## src/rtl/inst_prefetch.sv

```systemverilog
`default_nettype none
// ============================================================================
// Module   : inst_prefetch
// Purpose  : Instruction prefetch queue. Owns the sequential fetch PC, keeps
//            up to DEPTH requests outstanding to a variable-latency
//            instruction memory and buffers returned instructions (with their
//            PCs) in an in-order FIFO whose head is presented to fetch.
//            A redirect flushes the queue and discards stale responses.
// Revision : 1.0 - initial release
// ============================================================================
module inst_prefetch #(
  parameter int               WIDTH    = 32,
  parameter int               INST_LEN = 32,
  parameter int               DEPTH    = 4,
  parameter logic [WIDTH-1:0] RESET_PC = '0
) (
  input  logic                clk,
  input  logic                reset,
  input  logic                redirect_valid,
  input  logic [WIDTH-1:0]    redirect_pc,
  input  logic                deq_ready,
  output logic                inst_valid,
  output logic [INST_LEN-1:0] inst_o,
  output logic [WIDTH-1:0]    pc_o,
  output logic                imem_req_valid,
  output logic [WIDTH-1:0]    imem_req_addr,
  input  logic                imem_req_ready,
  input  logic                imem_resp_valid,
  input  logic [INST_LEN-1:0] imem_resp_data
);

  localparam int                  PW    = $clog2(DEPTH);
  localparam int                  CW    = PW + 1;
  localparam logic [INST_LEN-1:0] C_NOP = INST_LEN'(32'h0000_0013);

  logic [WIDTH-1:0]    r_fetch_pc;
  logic [WIDTH-1:0]    r_resp_pc;
  logic [WIDTH-1:0]    r_pc_mem   [DEPTH];
  logic [INST_LEN-1:0] r_inst_mem [DEPTH];
  logic [PW-1:0]       r_rd_ptr;
  logic [PW-1:0]       r_wr_ptr;
  logic [CW-1:0]       r_count;
  logic [CW-1:0]       r_inflight;
  logic [CW-1:0]       r_drop_cnt;

  logic                w_credit;
  logic                w_req_fire;
  logic                w_resp_drop;
  logic                w_push;
  logic                w_pop;
  logic [CW-1:0]       w_inflight_nxt;

  // Buffered entries plus outstanding requests may never exceed DEPTH, so a
  // response always has a free slot and no push-while-full can happen.
  assign w_credit       = ({1'b0, r_count} + {1'b0, r_inflight}) < (CW + 1)'(DEPTH);
  assign imem_req_valid = !reset && !redirect_valid && w_credit;
  assign imem_req_addr  = r_fetch_pc;
  assign w_req_fire     = imem_req_valid && imem_req_ready;

  // Responses belonging to a flushed stream are swallowed while drop_cnt > 0.
  assign w_resp_drop    = imem_resp_valid && (r_drop_cnt != '0);
  assign w_push         = imem_resp_valid && (r_drop_cnt == '0) && !redirect_valid;

  assign inst_valid     = !reset && (r_count != '0);
  assign w_pop          = inst_valid && deq_ready && !redirect_valid;
  assign inst_o         = inst_valid ? r_inst_mem[r_rd_ptr] : C_NOP;
  assign pc_o           = inst_valid ? r_pc_mem[r_rd_ptr] : '0;

  // No request issues on a redirect, so after one every outstanding response
  // is stale: drop_cnt simply becomes the post-update in-flight count.
  assign w_inflight_nxt = r_inflight + CW'(w_req_fire) - CW'(imem_resp_valid);

  // FIFO payload storage; contents need no reset because count gates them.
  always_ff @(posedge clk) begin
    if (w_push) begin
      r_pc_mem[r_wr_ptr]   <= r_resp_pc;
      r_inst_mem[r_wr_ptr] <= imem_resp_data;
    end
  end

  // Control state: reset, then redirect flush, then normal request/response/dequeue.
  always_ff @(posedge clk) begin
    if (reset) begin
      r_fetch_pc <= RESET_PC;
      r_resp_pc  <= RESET_PC;
      r_rd_ptr   <= '0;
      r_wr_ptr   <= '0;
      r_count    <= '0;
      r_inflight <= '0;
      r_drop_cnt <= '0;
    end else if (redirect_valid) begin
      r_fetch_pc <= redirect_pc;
      r_resp_pc  <= redirect_pc;
      r_rd_ptr   <= '0;
      r_wr_ptr   <= '0;
      r_count    <= '0;
      r_inflight <= w_inflight_nxt;
      r_drop_cnt <= w_inflight_nxt;
    end else begin
      r_inflight <= w_inflight_nxt;
      if (w_req_fire) begin
        r_fetch_pc <= r_fetch_pc + WIDTH'(4);
      end
      if (w_resp_drop) begin
        r_drop_cnt <= r_drop_cnt - CW'(1);
      end
      if (w_push) begin
        r_resp_pc <= r_resp_pc + WIDTH'(4);
        r_wr_ptr  <= r_wr_ptr + PW'(1);
      end
      if (w_pop) begin
        r_rd_ptr <= r_rd_ptr + PW'(1);
      end
      case ({w_push, w_pop})
        2'b10:   r_count <= r_count + CW'(1);
        2'b01:   r_count <= r_count - CW'(1);
        default: r_count <= r_count;
      endcase
    end
  end

endmodule
`default_nettype wire

```

## config.mk

```make
export PLATFORM = sky130hd
export DESIGN_NAME = inst_prefetch
export DESIGN_NICKNAME = d
export VERILOG_FILES = /design/src/rtl/inst_prefetch.sv
export SDC_FILE = /design/constraint.sdc
export NUM_CORES = 1
export LEC_CHECK = 0
export ABC_AREA = 1
export CORE_MARGIN = 2
export CORE_UTILIZATION = 56
export DETAILED_ROUTE_END_ITERATION = 10
export GPL_TIMING_DRIVEN = 1
export PLACE_DENSITY = 0.8
export REMOVE_ABC_BUFFERS = 1
export SETUP_SLACK_MARGIN = 0.5
export SYNTH_ARGS = -nofsm -noshare
export SYNTH_HDL_FRONTEND = slang
export SYNTH_SLANG_ARGS = --single-unit
```

## constraint.sdc

```tcl
create_clock -name clk -period 6.02 [get_ports clk]
set_input_delay 0.602 -clock clk [delete_from_list [all_inputs] [get_ports clk]]
set_output_delay 0.602 -clock clk [all_outputs]
set_load 0.03 [all_outputs]
```

## Word level (Yosys, flattened, before mapping)

Memory sizes are Yosys's and may differ from the RTL's. A register that Yosys moved wholly into a read port is not among the register bits.
Cells that the tools add are included.

| operators by class | value |
|---|---|
| add/subtract/negate cells | 10 |
| equal/unequal tests | 2 |
| magnitude comparators | 1 |
| muxes and demuxes | 15 |
| reduce and logical (&&, ||, !) cells | 19 |

Operators by type and width:

| cell | count |
|---|---|
| 2-to-1 mux 32 bit | 6 |
| adder 32 x 3 -> 32 bit, second input constant | 2 |
| logical AND 1 bit | 9 |
| 2-to-1 mux 2 bit | 4 |
| nonzero test 2 bit | 4 |
| 2-to-1 mux 3 bit | 2 |
| case mux 3 bit (2 select lines) | 1 |
| nonzero test 3 bit | 2 |
| subtractor 3 x 1 -> 3 bit, second input constant | 2 |
| adder 2 x 1 -> 2 bit, second input constant | 2 |
| adder 3 x 3 -> 4 bit | 1 |
| less-than comparator 4 x 3 -> 1 bit, second input constant | 1 |
| adder 3 x 1 -> 3 bit | 1 |
| adder 3 x 1 -> 3 bit, second input constant | 1 |
| logical NOT 3 bit | 1 |
| subtractor 3 x 1 -> 3 bit | 1 |
| == test 2 x 1 -> 1 bit, second input constant | 1 |
| == test 2 bit, second input constant | 1 |
| logical NOT 1 bit | 2 |
| 2-to-1 mux 1 bit | 2 |
| OR reduction 2 bit | 1 |

| word-level totals | value |
|---|---|
| bits in registers | 77 |
| memories | 2 |
| logic and storage cells | 56 |
| input port bits | 70 |
| RAM bits | 256 |

Memory list:

| name | depth | bits a word | read ports | clocked after Yosys merged registers in | write ports | RTL line | source |
|---|---|---|---|---|---|---|---|
| r_inst_mem | 4 | 32 | 1 | 1 | 1 | 39 | `logic [INST_LEN-1:0] r_inst_mem [DEPTH];` |
| r_pc_mem | 4 | 32 | 1 | 1 | 1 | 38 | `logic [WIDTH-1:0] r_pc_mem [DEPTH];` |

## Longest topological paths before layout

Gate-level depths: netlist of run 1.

| depth | value |
|---|---|
| word-level depth | 7 |
| mapped depth | 15 |
| mapped depth without buffers | 15 |

## Worst setup path before layout of run 1

No wires, ideal clock.

| timing | value |
|---|---|
| path type | input port to flip-flop |
| start | input port redirect_valid |
| end | memory r_inst_mem[0][0] (enable) |
| setup slack | 1.785 ns |
| stages on the path | 4 |
| library setup time | 0.486 ns |
| arrival | 3.748 ns |
| required time | 5.534 ns |
| buffers on the path | 1 |
| cells stage by stage | buf_6 nor2_2 inv_2 nor2_1 |

| on the way | value |
|---|---|
| cells in the longest elaborated chain, start to end | 4 |

RTL lines:

| what | RTL line | source |
|---|---|---|
| start: declaration | 19 | `input logic redirect_valid,` |
| logical NOT 1 bit | 62 | `assign w_push = imem_resp_valid && (r_drop_cnt == '0) && !redirect_valid;` |
| logical AND 1 bit | 62 |  |
| 2-to-1 mux 1 bit | 75 | `if (w_push) begin` |
| 2-to-1 mux 1 bit (implied by the code) | 77 | `r_inst_mem[r_wr_ptr] <= imem_resp_data;` |
| end: declaration | 39 |  |

Every way passes these cells.

==> run metrics, run 1 <==
Synth cell types 36; Pwr Density around 290 mW/mm^2; max cap viols 0; Max Fanout on Critical Path approximately 110; die height approximately 170 um; worst-margin pin slew 1130 ps; GR Util All Layers 0.255; failing checks DRC; share of cells above drive strength 1 0.0553; leakage 6.33 nW; Cell Area, Synth about 0.015 sq mm; top-count cell post-synth nor2_1; Synth top cells by count nor2_1, edfxtp_1, nand2_1, o21ai_0, a21oi_1; sequential area share after synthesis 0.621; CTS tree built; Iter 0 DRT Violations 1106; reg2reg setup slack 3000 ps; Worst Reg-to-Reg Cells 8; Mean Syn Cell Area 9.44 sq um; die width 167 um; via count 11700; CTS Buf Count 34; Nets around 1800; largest net degree at the start of global routing 107; I/O Buffers 167; Initial Util 0.571; fillers 1904; reg-to-reg startpoint r_drop_cnt[0]; #FFs+latches synth roughly 340; fmax 249 MHz; Setup Viol. Count Final 0; antenna cells 0; r2r endpoint r_pc_mem[1][24]; cell taking the most area after synthesis edfxtp_1; CTS sink cnt 335; initial antenna violation count 0; H-Tree Depth 2; Clock Pin Slew Worst Setup and Hold Paths around 60 ps; ANT nets after route 0; hold path startpoint imem_req_addr[0]; cells after synthesis 1582; CTS Buffer Depth 3; Peak VDD IR 0.208 mV; detailed-route DRC error count 13; CTS root buf clkbuf_16; Tcrit/Tclk final 0.668; unrepaired setup endpoints after global routing no; die area around 0.028 sq mm; Post-CTS Setup Inserts 0; DRT Wirelength 36.0 mm; Area growth syn-to-layout 19.9%; dpl hpwl 22.3 mm; Crit path required time 5420 ps; Synth Warn # 0; HP Class reg2reg; core outline area 0.0261 sq mm; Worst Hold Slack 469 ps; Layout Skew 14.8 ps; RePlAce Congestion 0.978; dpl cell area between 0.015 and 0.02 sq mm; post-synth top area share 0.515; first-pass GRT wire length between 50 and 60 mm; CTS Hold Bufs 0; IO Pins approximately 170; critical path class reg2out; total grt overflow 0; post_cts resized 0; sequential cell area about 0.0093 sq mm; design area roughly 0.018 sq mm; critical path arrival 3420 ps; Core Rows 59; CP Launch Type flop; Slew Limit Fails 0; Slew HR 0.245; CP endpoint kind output pin; status finished with violations; Top FF cell, synth edfxtp_1; hold path endpoint imem_req_addr[0]; number of vias per cell 5.60; total power just over 0.005 W; fin crit period 4020 ps; clk_lat worst skew about 510 ps; DR WL/cell ~17 um; ys async rst share 0; final hold vios 0; hold depth 2; Multi-input gate area 0.00496 sq mm; Post-synth EDFFs 256; setup TNS 0 ps; vias in the first global route 11400; drt first pass iters 9; largest cells by area after synthesis edfxtp_1, dfxtp_1, nor2_1, o21ai_0, nand2_1
power breakdown:
group          internal (W)  switching, W
registers           0.00258     0.0000741
clock network       0.00115      0.000832
logic              0.000176      0.000299
total               0.00391       0.00121
final cells by class:
| class | count | share of cell area |
|---|---|---|
| Multi-Input combinational cell | 1065 | 0.277 |
| Tap cell | 335 | 0.0234 |
| Clock inverter | 14 | 0.00790 |
| Timing Repair Buffer | 182 | 0.0994 |
| Sequential cell | 335 | 0.518 |
| Inverter | 113 | 0.0237 |
| Clock buffer | 46 | 0.0508 |
cells in the final DEF, fill, tap and decap left out, types with 2 or more instances in the layout:
master,count
clkinv_1,3
nor2_8,2
edfxtp_1,256
nand4_1,12
o211ai_1,2
clkbuf_1,10
nor3_1,5
or2_2,2
nand2_2,3
dfxtp_1,77
a21oi_1,121
nand3_2,3
o311ai_0,3
xor2_1,11
clkdlybuf4s50_1,166
nand3_1,66
nand2_4,3
a31oi_1,12
clkinv_2,4
o21bai_1,6
o21ai_0,183
inv_2,5
ha_1,13
nor2_4,6
inv_6,2
nand2_1,237
fa_1,2
nor2_2,7
buf_4,15
inv_1,108
xnor2_1,3
nor2_1,358
o21ai_1,2
clkbuf_16,34
bufinv_16,2
worst max path at each step:
| stage | from | end | slack [ps] | cells past startpoint |
|---|---|---|---|---|
| finish | flop | pc_o[14] | 2000 | 6 |
| detailed placement | redirect_valid | r_drop_cnt[2] | 1920 | 15 |
| floorplan | flop | inst_o[0] | 880 | 5 |
| CTS | flop | pc_o[14] | 2010 | 6 |
| global placement | redirect_valid | r_drop_cnt[2] | 2000 | 15 |
| global route | flop | pc_o[13] | 1830 | 6 |
worst max-delay path, stage by stage (launching register included):
cell	delay [ps]
dfxtp_4	520
buf_4	900
nor2_1	120
nor2_1	130
o21ai_0	120
a21oi_1	320
clkdlybuf4s50_1	750
cells by family (layout without fill, tap and decap cells):
kind of cell | after synthesis | after routing | synth area share
AOI/OAI and AO/OA | 331 | 331 | 0.114
xor gates and xnor gates | 14 | 14 | 0.00821
adders and majority gates | 15 | 15 | 0.0136
buffers and inverters | 182 | 355 | 0.0496
DFF | 335 | 335 | 0.621
and+or+nand+nor | 705 | 705 | 0.194
state kept, by name, indices dropped and copies added (netlist names), named ones only:
register       flops
r_wr_ptr           2
r_drop_cnt         3
r_rd_ptr           2
r_resp_pc         32
r_inst_mem       128
r_pc_mem         128
r_inflight         3
r_count            3
imem_req_addr     32
metal layers:
metal	GRT usage	part of all wire
met4	0.0877	0.029
met3	0.0404	0.078
met1	0.347	0.42
met2	0.423	0.48
met5	0	0
per-stage QoR:
stage / utilization / std cells / worst slack (ps)
floorplan: - / 1513 / 879
global placement: 0.645 / 2030 / 2000
detailed placement: 0.645 / 2030 / 1920
CTS: 0.685 / 2090 / 2010
global route: 0.685 / 2090 / 1830
finish: 0.685 / 2090 / 2000
(Power assumes the default switching activity.)
==> inputs of run 2 (changes only) <==
--- a/config.mk
+++ b/config.mk
@@ -7,10 +7,10 @@
 export LEC_CHECK = 0
 export ABC_AREA = 1
 export CORE_MARGIN = 2
-export CORE_UTILIZATION = 56
+export CORE_UTILIZATION = 51
 export DETAILED_ROUTE_END_ITERATION = 10
 export GPL_TIMING_DRIVEN = 1
-export PLACE_DENSITY = 0.8
+export PLACE_DENSITY = 0.76
 export REMOVE_ABC_BUFFERS = 1
 export SETUP_SLACK_MARGIN = 0.5
 export SYNTH_ARGS = -nofsm -noshare
==> constraint.sdc (replaced) <==
create_clock -name clk -period 3.3 [get_ports clk]
set_input_delay 0.33 -clock clk [delete_from_list [all_inputs] [get_ports clk]]
set_output_delay 0.33 -clock clk [all_outputs]
set_load 0.03 [all_outputs]
==> run metrics, run 2 (same netlist as run 1, synthesis figures left out) <==
CTS Buffer Depth 3 (unchanged); antenna cells 0 (unchanged); Area growth syn-to-layout 25.1% (was 19.9%); I/O Buffers 167 (unchanged); Max Fanout on Critical Path 64 (was 106); CTS sink cnt 335 (unchanged); Clock Pin Slew Worst Setup and Hold Paths 60 ps (about the same); die width 175 um (was 167 um); top sig layer met4 (unchanged); fin cells 2157 (was 2090); Nets 1831 (was 1816); met1 wire length 16.3 mm (was 15.0 mm); vias in the first global route 11600 (was 11400); reg2reg setup slack 700 ps (was 3000 ps); via count 11900 (was 11700); Pwr Density 518 mW/mm^2 (was 286 mW/mm^2); Slew Limit Fails 0 (unchanged); largest net degree at the start of global routing 69 (was 107); GR Util All Layers 0.243 (was 0.255); IO Pins 168 (unchanged); first-pass GRT wire length 59.4 mm (was 56.9 mm); max cap viols 0 (unchanged); initial antenna violation count 0 (unchanged); dpl cells 2085 (was 2030); CTS tree built (unchanged); Setup Viol. Count Final 0 (unchanged); fin crit period 2790 ps; H-Tree Depth 2 (unchanged); leakage 7.09 nW (was 6.33 nW); share of cells above drive strength 1 0.0852 (was 0.0553); Critical Path, Cell by Cell inv_2, bufbuf_16, o21ai_0, a21oi_1, clkdlybuf4s50_1 (was buf_4, nor2_1, nor2_1, o21ai_0, a21oi_1, clkdlybuf4s50_1); final hold vios 0 (unchanged); Critical-path top delay cell clkdlybuf4s50_1 (was buf_4); CTS root buf clkbuf_16 (unchanged); Slew HR 0.562 (was 0.245); critical path arrival 2460 ps (was 3420 ps); CP endpoint kind output pin (unchanged); core outline area 0.0288 sq mm (was 0.0261 sq mm); RePlAce Congestion 0.889 (was 0.978); drt first pass iters 5 (was 9); Final Util 0.649 (was 0.685); DR WL/cell 17.4 um (was 17.2 um); die height 175 um (was 167 um); worst-margin pin slew 652 ps (was 1130 ps); Top Registers r_inst_mem (128), r_pc_mem (128) (unchanged); slowest stage delay, CP 680 ps (was 900 ps); HP Class in2reg (was reg2reg); ANT nets after route 0 (unchanged); Initial Util 0.519 (was 0.571); Layout Skew 13.6 ps (was 14.8 ps); clk_lat worst skew 520 ps (was 510 ps); Crit path required time 2970 ps (was 5420 ps); die area 0.0307 sq mm (was 0.0280 sq mm); met2 WL 17.3 mm (was 17.1 mm); leading cell type in the layout, fill and taps excluded nor2_1 (unchanged); Core Rows 62 (was 59); CP Launch Type flop (unchanged); CTS Buf Count 35 (was 34); WL met3 3.21 mm (was 2.81 mm); Iter 0 DRT Violations 1146 (was 1106); fmax 358 MHz; total grt overflow 0 (unchanged); DRT Wirelength 37.6 mm (was 36.0 mm); number of vias per cell 5.51 (was 5.60); status finished, final reports clean (was finished with violations); Tcrit/Tclk final 0.846; critical path class reg2out (unchanged); most frequent cells in the layout nor2_1, edfxtp_1, nand2_1, o21ai_0, a21oi_1 (was nor2_1, edfxtp_1, nand2_1, o21ai_0, clkdlybuf4s50_1); Peak VDD IR 0.283 mV (was 0.208 mV); unrepaired setup endpoints after global routing yes (was no); detailed-route DRC error count 0 (was 13); CTS Hold Bufs 0 (unchanged); dpl hpwl 23.2 mm (was 22.3 mm)
[run 2: cell type report]
cell class / count / area (sq um)
Inverter: 113 / 424
Sequential cell: 335 / 9280
Timing Repair Buffer: 196 / 2360
Fill cell: 2214 / 10100
Multi-Input combinational cell: 1065 / 4980
Clock buffer: 46 / 960
Clock inverter: 18 / 184
Tap cell: 384 / 480
[run 2: metrics by stage]
step                power [W]  setup TNS (ps)  setup WS [ps]  hold slack (ps)  area, sq um
floorplan             0.00539         -408960          -1570              399        14600
global placement      0.00581               0            334              443        17300
detailed placement    0.00583               0            342              454        17300
CTS                   0.00968               0            426              127        18500
global route           0.0100               0            399              135        18700
finish                0.00967               0            509              145        18700
[run 2: power by group]
| group | switching (W) | internal [W] | leakage [nW] | total, W |
|---|---|---|---|---|
| combinational | 0.000568 | 0.000369 | 3.56 | 0.000937 |
| sequential | 0.000138 | 0.00471 | 2.99 | 0.00485 |
| clock | 0.00159 | 0.00230 | 0.550 | 0.00389 |
| total | 0.00229 | 0.00738 | 7.09 | 0.00967 |
[run 2: routing by layer]
| metal | GRT usage | vias to the layer above |
|---|---|---|
| met1 | 0.336 | 5601 |
| met5 | 0 | - |
| met2 | 0.398 | 562 |
| met4 | 0.0681 | 0 |
| met3 | 0.0405 | 53 |
| li1 | - | 5679 |
[run 2: final timing paths]
| check | startpoint | endpoint | cells past startpoint |
|---|---|---|---|
| setup / recovery | flop | inst_o[22] | 5 |
| hold / removal | reset | r_inflight[0] | 2 |
| setup reg to reg | r_inflight[2] | r_drop_cnt[2] | 15 |
| hold reg to reg | r_rd_ptr[0] | flop | 1 |
[run 2: critical path, delay by kind of cell (launching register included)]
family	cells	cell delay, ps
buf+inv	3	1260
flops	1	420
compound gates	2	260
[run 2: timing repair]
action                                  4_1_cts  5_1_grt
resized for setup                             9       34
endpoints found under the setup margin       36       31
pin swaps                                     0        2
cloned                                        1        1
hold endpoints to repair                      0        0
buffers inserted                              1        5
==> inputs of run 3 (changes only) <==
==> constraint.sdc (replaced) <==
create_clock -name clk -period 2.53 [get_ports clk]
set_input_delay 0.253 -clock clk [delete_from_list [all_inputs] [get_ports clk]]
set_output_delay 0.253 -clock clk [all_outputs]
set_load 0.03 [all_outputs]
==> run metrics, run 3 (same netlist as run 1, synthesis figures left out) <==
fmax 411 MHz; hold path startpoint reset (unchanged); die area 0.0307 sq mm (unchanged); total grt overflow 0 (unchanged); Setup Viol. Count Final 0 (unchanged); Max Fanout on Critical Path 2 (was 64); Crit path depth 15 (was 5); Top Registers r_inst_mem (128), r_pc_mem (128) (unchanged); slowest stage delay, CP 350 ps (was 680 ps); Initial Util 0.519 (unchanged); Crit path required time 2990 ps (was 2970 ps); detailed-route DRC error count 0 (unchanged); hold depth 5 (was 2); Critical Path, Cell by Cell ha_4, nor2_4, nand2_4, nor2_8, nand2_4, ha_4, inv_2, ha_4, fa_2, xnor2_2, xor2_1, inv_1, o21ai_1, nand3_1, nand2_1 (was inv_2, bufbuf_16, o21ai_0, a21oi_1, clkdlybuf4s50_1); Slew Limit Fails 0 (unchanged); antenna cells 0 (unchanged); drt first pass iters 6 (was 5); CTS Buf Count 34 (was 35); Peak VDD IR 0.373 mV (was 0.283 mV); fin crit period 2430 ps; die height 175 um (unchanged); reg-to-reg startpoint r_count[2] (was r_inflight[2]); ANT nets after route 0 (unchanged); via count 12400 (was 11900); number of vias per cell 5.65 (was 5.51); Worst Reg-to-Reg Cells 15 (unchanged); Pwr Density 652 mW/mm^2 (was 518 mW/mm^2); fillers 2077 (was 2214); dpl ws -244 ps (was 342 ps); CTS sink cnt 335 (unchanged); HP Class in2reg (unchanged); CTS root buf clkbuf_16 (unchanged); dpl hpwl 24.3 mm (was 23.2 mm); critical path class reg2reg (was reg2out); clk_lat worst skew 520 ps (about the same); Worst Path Buf+Inv 2 (was 3); Critical-path top delay cell fa_2 (was clkdlybuf4s50_1); reg2reg setup slack 100 ps (was 700 ps); max cap viols 0 (unchanged); r2r endpoint r_drop_cnt[2] (unchanged); Layout Skew 11.3 ps (was 13.6 ps); Final Util 0.676 (was 0.649); Iter 0 DRT Violations 1273 (was 1146); DR WL/cell 18.9 um (was 17.4 um); CP endpoint kind flop (was output pin); initial antenna violation count 0 (unchanged); share of cells above drive strength 1 0.152 (was 0.0852); Area growth syn-to-layout 30.2% (was 25.1%); hold path endpoint r_count[1] (was r_inflight[0]); CTS Buffer Depth 3 (unchanged); IO Pins 168 (unchanged); Clock Pin Slew Worst Setup and Hold Paths 60 ps (about the same); GR Util All Layers 0.259 (was 0.243); I/O Buffers 167 (unchanged); first-pass GRT wire length 62.3 mm (was 59.4 mm); RePlAce Congestion 0.883 (was 0.889); Multi-input gate area 0.00531 sq mm (was 0.00498 sq mm); Slew HR 0.542 (was 0.562); post-route setup slack 98.5 ps (was 509 ps); CTS Hold Bufs 0 (unchanged); core outline area 0.0288 sq mm (unchanged); most frequent cells in the layout nor2_1, edfxtp_1, nand2_1, o21ai_0, inv_1 (was nor2_1, edfxtp_1, nand2_1, o21ai_0, a21oi_1); sequential cell area 0.00928 sq mm (about the same); CTS tree built (unchanged); Core Rows 62 (unchanged); final hold vios 0 (unchanged); largest net degree at the start of global routing 65 (was 69); critical path arrival 2890 ps (was 2460 ps); CP Launch Type flop (unchanged); H-Tree Depth 2 (unchanged); vias in the first global route 11800 (was 11600); CP most frequent cell ha_4; status finished, final reports clean (unchanged); leakage 7.08 nW (was 7.09 nW); leading cell type in the layout, fill and taps excluded nor2_1 (unchanged); DRT Wirelength 41.5 mm (was 37.6 mm); CP top delay family adder cells (was buffers and inverters); unrepaired setup endpoints after global routing yes (unchanged); Nets 1865 (was 1831); Tcrit/Tclk final 0.961; die width 175 um (unchanged); worst-margin pin slew 686 ps (was 652 ps)
==> run 3: cell count changes in the layout (fill, tap and decap cells not counted), moves of 9 or more <==
cell             delta
a21oi_2            +23
o21ai_0            -34
buf_12             +14
a21oi_4             +9
clkdlybuf4s50_1    -14
buf_4              +39
a21oi_1            -32
dlymetal6s2s_1     -15
o21ai_1            +28
==> run 3: metal layers <==
metal	share of wire	global-route usage	vias up
li1	-	-	5755
met1	0.40	0.354	5795
met2	0.48	0.422	725
met3	0.097	0.0420	82
met4	0.025	0.0903	0
met5	0	0	-
==> run 3: report_power, final <==
group          total [W]  internal, W  leakage, nW  switching (W)
logic            0.00144     0.000598         3.57       0.000838
clock network    0.00490      0.00284        0.517        0.00205
registers        0.00633      0.00614         2.99       0.000189
total             0.0127      0.00959         7.08        0.00308
==> run 3: cell type report <==
| cell class | count | area share |
|---|---|---|
| multi-input cells | 1066 | 0.273 |
| repair buffers | 230 | 0.146 |
| clock inverters | 16 | 0.00869 |
| well taps | 384 | 0.0247 |
| inverters | 113 | 0.0232 |
| clock buffers | 45 | 0.0466 |
| flip-flops and latches | 335 | 0.477 |
==> run 3: repair_timing <==
| action | in CTS | in global routing |
|---|---|---|
| setup endpoints to repair | 73 | 108 |
| pin swaps | 18 | 13 |
| buffers inserted | 6 | 5 |
| cloned | 8 | 3 |
| resized for setup | 79 | 94 |
==> run 3: how the worst max path moves through the flow <==
stage              startpoint  slack, ps       endpoint
2_1_floorplan            flop      -2260      inst_o[0]
3_3_place_gp   redirect_valid       -220  r_drop_cnt[2]
3_5_place_dp   redirect_valid       -240  r_drop_cnt[2]
4_1_cts         r_inflight[2]         40  r_drop_cnt[2]
5_1_grt            r_count[2]        -70  r_drop_cnt[2]
6_report           r_count[2]        100  r_drop_cnt[2]
==> run 3: worst register-to-register path, delay by kind of cell, from the launching register on <==
family	cells	cell delay, ps
XOR/XNOR	2	320
adder cells (fa/ha/maj)	4	990
flip-flops	1	340
AND/OR/NAND/NOR	6	470
buffers and inverters	2	120
AO/OA/AOI/OAI	1	120
==> run 3: metrics by stage <==
stage          cell area, sq um  std cells  hold slack (ps)  setup TNS (ps)  total power, W
6_report                  19400       2189              317               0          0.0127
5_1_grt                   19400       2189              314           -71.3          0.0131
4_1_cts                   19100       2181              315               0          0.0126
3_3_place_gp              17500       2106              443            -349         0.00765
2_1_floorplan             14600       1513              322         -650510         0.00704
3_5_place_dp              17500       2106              453            -468         0.00768
